<file path="config.mk">
export PLATFORM = sky130hd
export DESIGN_NAME = fifo_enq_arbiter
export DESIGN_NICKNAME = d
export VERILOG_FILES = /design/src/rtl/fifo_enq_arbiter.sv
export SDC_FILE = /design/constraint.sdc
export NUM_CORES = 1
export LEC_CHECK = 0
export ABC_AREA = 1
export CAP_MARGIN = 20
export CORE_AREA = 2 2 57 59
export CTS_BUF_LIST = sky130_fd_sc_hd__clkbuf_4
export DETAILED_ROUTE_END_ITERATION = 8
export DIE_AREA = 0 0 59 61
export PLACE_DENSITY = 0.86
export SLEW_MARGIN = 20
export SYNTH_ARGS = -nofsm -noshare
export SYNTH_HDL_FRONTEND = slang
export SYNTH_SLANG_ARGS = --single-unit
</file>
<file path="constraint.sdc">
create_clock -name clk -period 3.2 [get_ports clk]
set_input_delay 0.64 -clock clk [delete_from_list [all_inputs] [get_ports clk]]
set_output_delay 0.64 -clock clk [all_outputs]
set_load 0.05 [all_outputs]
</file>
<file path="src/rtl/fifo_enq_arbiter.sv">
// Round-robin arbiter that grants one requester at a time onto a single FIFO enqueue port.
// A grant lasts up to BURST beats or until the granted requester drops its valid.
module fifo_enq_arbiter #(
    parameter int WIDTH = 8,
    parameter int NREQ  = 4,
    parameter int BURST = 4,
    localparam int IW   = (NREQ > 1) ? $clog2(NREQ) : 1
) (
    input  logic                  clk,
    input  logic                  reset,
    input  logic [NREQ-1:0]       req_val,
    input  logic [NREQ*WIDTH-1:0] req_data,
    output logic [NREQ-1:0]       req_rdy,
    output logic                  fifo_enq_val,
    output logic [WIDTH-1:0]      fifo_enq_data,
    input  logic                  fifo_enq_rdy,
    output logic [IW-1:0]         grant_id,
    output logic                  busy
);

    typedef enum logic {
        IDLE  = 1'b0,
        GRANT = 1'b1
    } state_t;

    state_t          state, state_next;
    logic [IW-1:0]   rr_ptr, rr_ptr_next;
    logic [IW-1:0]   grant_id_next;
    logic [7:0]      cnt, cnt_next;
    logic [IW-1:0]   pick;
    logic [IW-1:0]   idx;
    logic            found;
    logic [WIDTH-1:0] data_arr [NREQ];

    for (genvar g = 0; g < NREQ; g++) begin : g_unpack
        assign data_arr[g] = req_data[g*WIDTH +: WIDTH];
    end

    // NREQ is a power of two, so IW-bit addition wraps exactly modulo NREQ.
    always_comb begin
        pick  = rr_ptr;
        found = 1'b0;
        idx   = rr_ptr;
        for (int i = 0; i < NREQ; i++) begin
            idx = rr_ptr + IW'(i);
            if (!found && req_val[idx]) begin
                pick  = idx;
                found = 1'b1;
            end
        end
    end

    always_comb begin
        state_next    = state;
        rr_ptr_next   = rr_ptr;
        cnt_next      = cnt;
        grant_id_next = grant_id;
        fifo_enq_val  = 1'b0;
        fifo_enq_data = '0;
        req_rdy       = '0;
        busy          = 1'b0;
        case (state)
            IDLE: begin
                if (found) begin
                    grant_id_next = pick;
                    cnt_next      = 8'd0;
                    state_next    = GRANT;
                end
            end
            GRANT: begin
                busy              = 1'b1;
                fifo_enq_val      = req_val[grant_id];
                fifo_enq_data     = data_arr[grant_id];
                req_rdy[grant_id] = fifo_enq_rdy;
                if (!req_val[grant_id]) begin
                    state_next  = IDLE;
                    rr_ptr_next = grant_id + 1'b1;
                end else if (fifo_enq_rdy) begin
                    cnt_next = cnt + 8'd1;
                    if (cnt + 8'd1 == 8'(BURST)) begin
                        state_next  = IDLE;
                        rr_ptr_next = grant_id + 1'b1;
                    end
                end
            end
            default: state_next = IDLE;
        endcase
    end

    always_ff @(posedge clk or negedge reset) begin
        if (!reset) begin
            state    <= IDLE;
            rr_ptr   <= '0;
            cnt      <= 8'd0;
            grant_id <= '0;
        end else begin
            state    <= state_next;
            rr_ptr   <= rr_ptr_next;
            cnt      <= cnt_next;
            grant_id <= grant_id_next;
        end
    end

endmodule

</file>
# Yosys cells after proc, flatten, opt, wreduce, memory -nomap -nowiden
# Cells that the tools add are included.
[totals]
word_cells = 73
mem_bits_ro = 0
register_bits = 13
ram_bits = 0
latch_bits = 0
mem_count = 0
[op_classes]
order_cmp = 7
n_mux = 38
reduce_logical = 10
n_eq_ne = 6
shifts = 0
div_mod_pow = 0
add_sub_neg = 5
bitwise = 3
multipliers = 0
[op_table]
columns = ["cell", "n"]
rows = [
  ["8-bit two-way mux", 6],
  ["8-bit binary-select mux with 2-bit select", 1],
  ["1-bit two-way mux", 16],
  ["8-bit case mux with 2 select lines", 1],
  ["2-bit by 3-bit < comparator with 1-bit output (second input constant)", 5],
  ["2-bit two-way mux", 6],
  ["1-bit binary-select mux with 2-bit select", 5],
  ["8-bit by 1-bit adder with 8-bit output (second input constant)", 1],
  ["8-bit by 3-bit equality test with 1-bit output (second input constant)", 1],
  ["2-bit inequality test (second input constant)", 3],
  ["3-bit AND reduction", 2],
  ["2-bit by 1-bit adder with 2-bit output (second input constant)", 2],
  ["2-bit adder (second input constant)", 2],
  ["4-bit bitwise AND", 1],
  ["1-bit logical AND", 4],
  ["4-bit two-way mux", 1],
  ["2-bit by 1-bit inequality test with 1-bit output (second input constant)", 2],
  ["3-bit >= comparator (second input constant)", 1],
  ["1-bit logical NOT", 3],
  ["2-bit inverter with 3-bit output", 1],
  ["1-bit demux with 2-bit select", 1],
  ["2-bit by 1-bit >= comparator with 1-bit output (second input constant)", 1],
  ["1-bit case mux with 2 select lines", 1],
  ["2-bit AND reduction", 1],
  ["1-bit inverter", 1],
]

# Logic depth before layout (Yosys ltp)
[logic_depth]
word_depth = 14
ltp_mapped = 13

# Least setup slack after synthesis
# Ideal clock, no wire load.
[synth_path]
path_type = "flip-flop to output port"
startpoint = "reg grant_id[0]"
endpoint = "out fifo_enq_data[6]"
required_ps = 2560
stages_incl_launch_ff = 7
path_slack_ps = 300
arrival_ps = 2260
path_cell_list = "dfrtp_1 buf_2 buf_1 nor2_1 nor2_1 o21ai_0 a21oi_1"
[synth_via]
elab_chain_len = 5
[synth_lines]
columns = ["item", "line_no", "text"]
rows = [
  ["start, declared", "17", "output logic [IW-1:0] grant_id,"],
  ["start signal, assigned", "100", "grant_id <= grant_id_next;"],
  ["2-bit inverter with 3-bit output (implied by the code)", "73", "fifo_enq_data = data_arr[grant_id];"],
  ["8-bit binary-select mux with 2-bit select", "73", ""],
  ["8-bit two-way mux (implied by the code) (2 in a row)", "73", ""],
  ["8-bit two-way mux", "62", "case (state)"],
  ["end, declared", "15", "output logic [WIDTH-1:0] fifo_enq_data,"],
]
# Every way passes these cells. The select of a mux whose other input is x is not followed.

# Final worst setup path
[layout_path]
startpoint = "reg grant_id[0]"
endpoint = "out grant_id[0]"
# No word-level cell between the ends.

==> reports/results.txt <==
Outcome - complete, no violations
Startpoint Class - flip-flop
Cts repair resizes - 0
Final Critical Period - 2.63 ns
Largest net degree at the start of global routing - 20
Initial antenna violation count - 0
Die boundary height - 61 um
Nets - 327
FP Rows - 20
Post-synthesis sequential area ratio - 0.231
Top Ports - 55
Setup TNS - 0 ns
Skew final - 0.00763 ns
Post-CTS Setup Repair Bufs - 0
Setup WS post-layout - 0.571 ns
Slowest-stage cell, CP - clkdlybuf4s50_1
Max Cap Viol - 0
Crit. End Element - output port
Cell variety after synth - 26
Grt ovf - 0
Worst path bufs/invs - 2
Drt first-iter violations - 62
Die X - 59 um
Type of the worst min-delay path - flip-flop to flip-flop
Fmax - 380 MHz
Initial Util - 0.476
Drt total wl - 3500 um
Area growth from synthesis to layout - 39.1%
Largest stage delay, worst path - 0.83 ns
CTS hold repair buffers - 0
Endpoints failing setup - 0
Critical-path cell list - buf_4, clkdlybuf4s50_1
DRC Markers - 0
Routed wire per std cell - 11.1 um
Hold Violations, Final - 0
Total number of yosys warnings - 0
Number of global-route vias before repair - 1411
Commonest non-fill, non-tap cell in the layout - nand2_1
Clock sinks - 13
Routed vias/inst - 5.08
CTS tree - done
Synth top area share - 0.231
H-tree levels - 1
Total track usage - 0.212
Max Slew Vio Count - 0
Post-synthesis register bit count - 13
Pre-CTS setup slack - 0.656 ns
Post-synth net total - 276
Area contributors post-synth - dfrtp_1 23%, nand2_1 16%, nor2_1 11%, nand3_1 7.1%, o21ai_0 6.8%
P per Cell Area - 963 nW/um^2
Buffers on Ports - 54
Total power - 1.88 mW
Share of layout cells above drive strength 1 - 0.138
Die Footprint - 3600 sq um
Clk Latency, worst-skew pair - 0.28 ns
Avg Inst Size Synth - 6.06 sq um
Actual slew at the worst max-slew pin - 0.573 ns
Clock Tree Buf Depth - 2
Most frequent cells in the layout - 59 x nand2_1, 42 x nor2_1, 41 x clkdlybuf4s50_1
Area leader, netlist - dfrtp_1
CP required - 2.56 ns
Sequential Area - 325 sq um
Post-layout util - 0.663
Cells after synthesis - 232
TritonRoute pass-1 iters - 4
Setup CP Type - flip-flop to output port
Area occupied by multi-input gates - 946 sq um
Unrepaired setup endpoints after global routing - false
Vias - 1600
Clock transition at path regs - 0.08 ns
Fillers - 273
Final HPWL DP - 2800 um
Synth Cell Area - 1410 sq um
Leak Pwr - 0.975 nW
# diodes - 0
Period utilization - 0.821
First-pass GRT wire length - 5950 um
Relative slew margins - 0.617
RD Place Congestion - 0.913
Crit Path Max Fanout - 14
VDD IR max - 0.000609 V
Crit path arrival time - 1.99 ns
Crit path max-delay family - buffers and inverters
Clock root cell - clkbuf_4
Core Area - 2950 sq um
CTS Buf Count - 3
Routed Antenna Nets - 0
-- stage by stage --
step	instances	instance area [sq um]	hold WS (ns)
2_1_floorplan	232	1410	0.344
6_report	315	1960	0.523
3_3_place_gp	311	1930	0.499
5_1_grt	315	1960	0.532
3_5_place_dp	311	1930	0.503
4_1_cts	315	1960	0.518
-- synthesized netlist by cell type --
master and instances:
nand3_2 2, buf_6 1, dfrtp_1 13, o21ai_1 4, xor2_1 3, inv_2 4, o21ai_0 19, nor2_8 1
nor3_1 1, nand2_4 3, nand3_1 20, o21ai_4 1, xnor2_1 1, ha_1 5, buf_2 3, nand2_1 59
clkbuf_1 3, buf_1 1, o21ai_2 3, nand4_1 5, a21oi_2 1, nand2_2 6, a21oi_1 11, inv_1 19
buf_4 1, nor2_1 42
-- cell families (layout without fill, tap and decap cells) --
logic type      Yosys count  in the layout  share of synthesized area
fa+ha+maj                 5              5                     0.0445
flops                    13             13                      0.231
simple gates            139            139                      0.446
compound gates           39             39                      0.157
xor+xnor                  4              4                     0.0249
buf+inv                  32             82                     0.0961
-- where the power goes --
part / switching, mW / internal (mW)
logic: 0.964 / 0.482
registers: 0.122 / 0.208
clock network: 0.0509 / 0.0568
total: 1.14 / 0.747
-- final timing paths --
path / from / endpoint / slack, ns / depth (start not counted)
worst max-delay path: grant_id[0] / grant_id[0] / 0.57 / 2
worst min-delay path: cnt[0] / cnt[0] / 0.52 / 1
worst max register to register: grant_id[0] / cnt[0] / 1.04 / 9
worst min register to register: cnt[0] / cnt[0] / 0.52 / 1
max in group asynchronous: reset / cnt[5] / 2.09 / 1
min in group asynchronous: reset / cnt[4] / 0.73 / 1
-- cell type report --
type	count	area share
timing repair buffer	55	0.270
multi-input combinational	187	0.483
sequential	13	0.166
clock buffer	4	0.0153
inverter	23	0.0441
tap	33	0.0211
-- state kept, by name, indices dropped and copies added (netlist names) --
| name | flops |
|---|---|
| cnt | 8 |
| grant_id | 2 |
| rr_ptr | 2 |
| state | 1 |
-- per-layer routing --
| layer | up-vias | global-route usage | wire, um |
|---|---|---|---|
| met5 | - | 0 | 0 |
| met4 | 0 | 0.0357 | 57 |
| met3 | 4 | 0.0362 | 133 |
| met1 | 716 | 0.265 | 1530 |
| li1 | 843 | - | - |
| met2 | 37 | 0.387 | 1780 |
No activity file was read; power rests on OpenSTA's default activity.
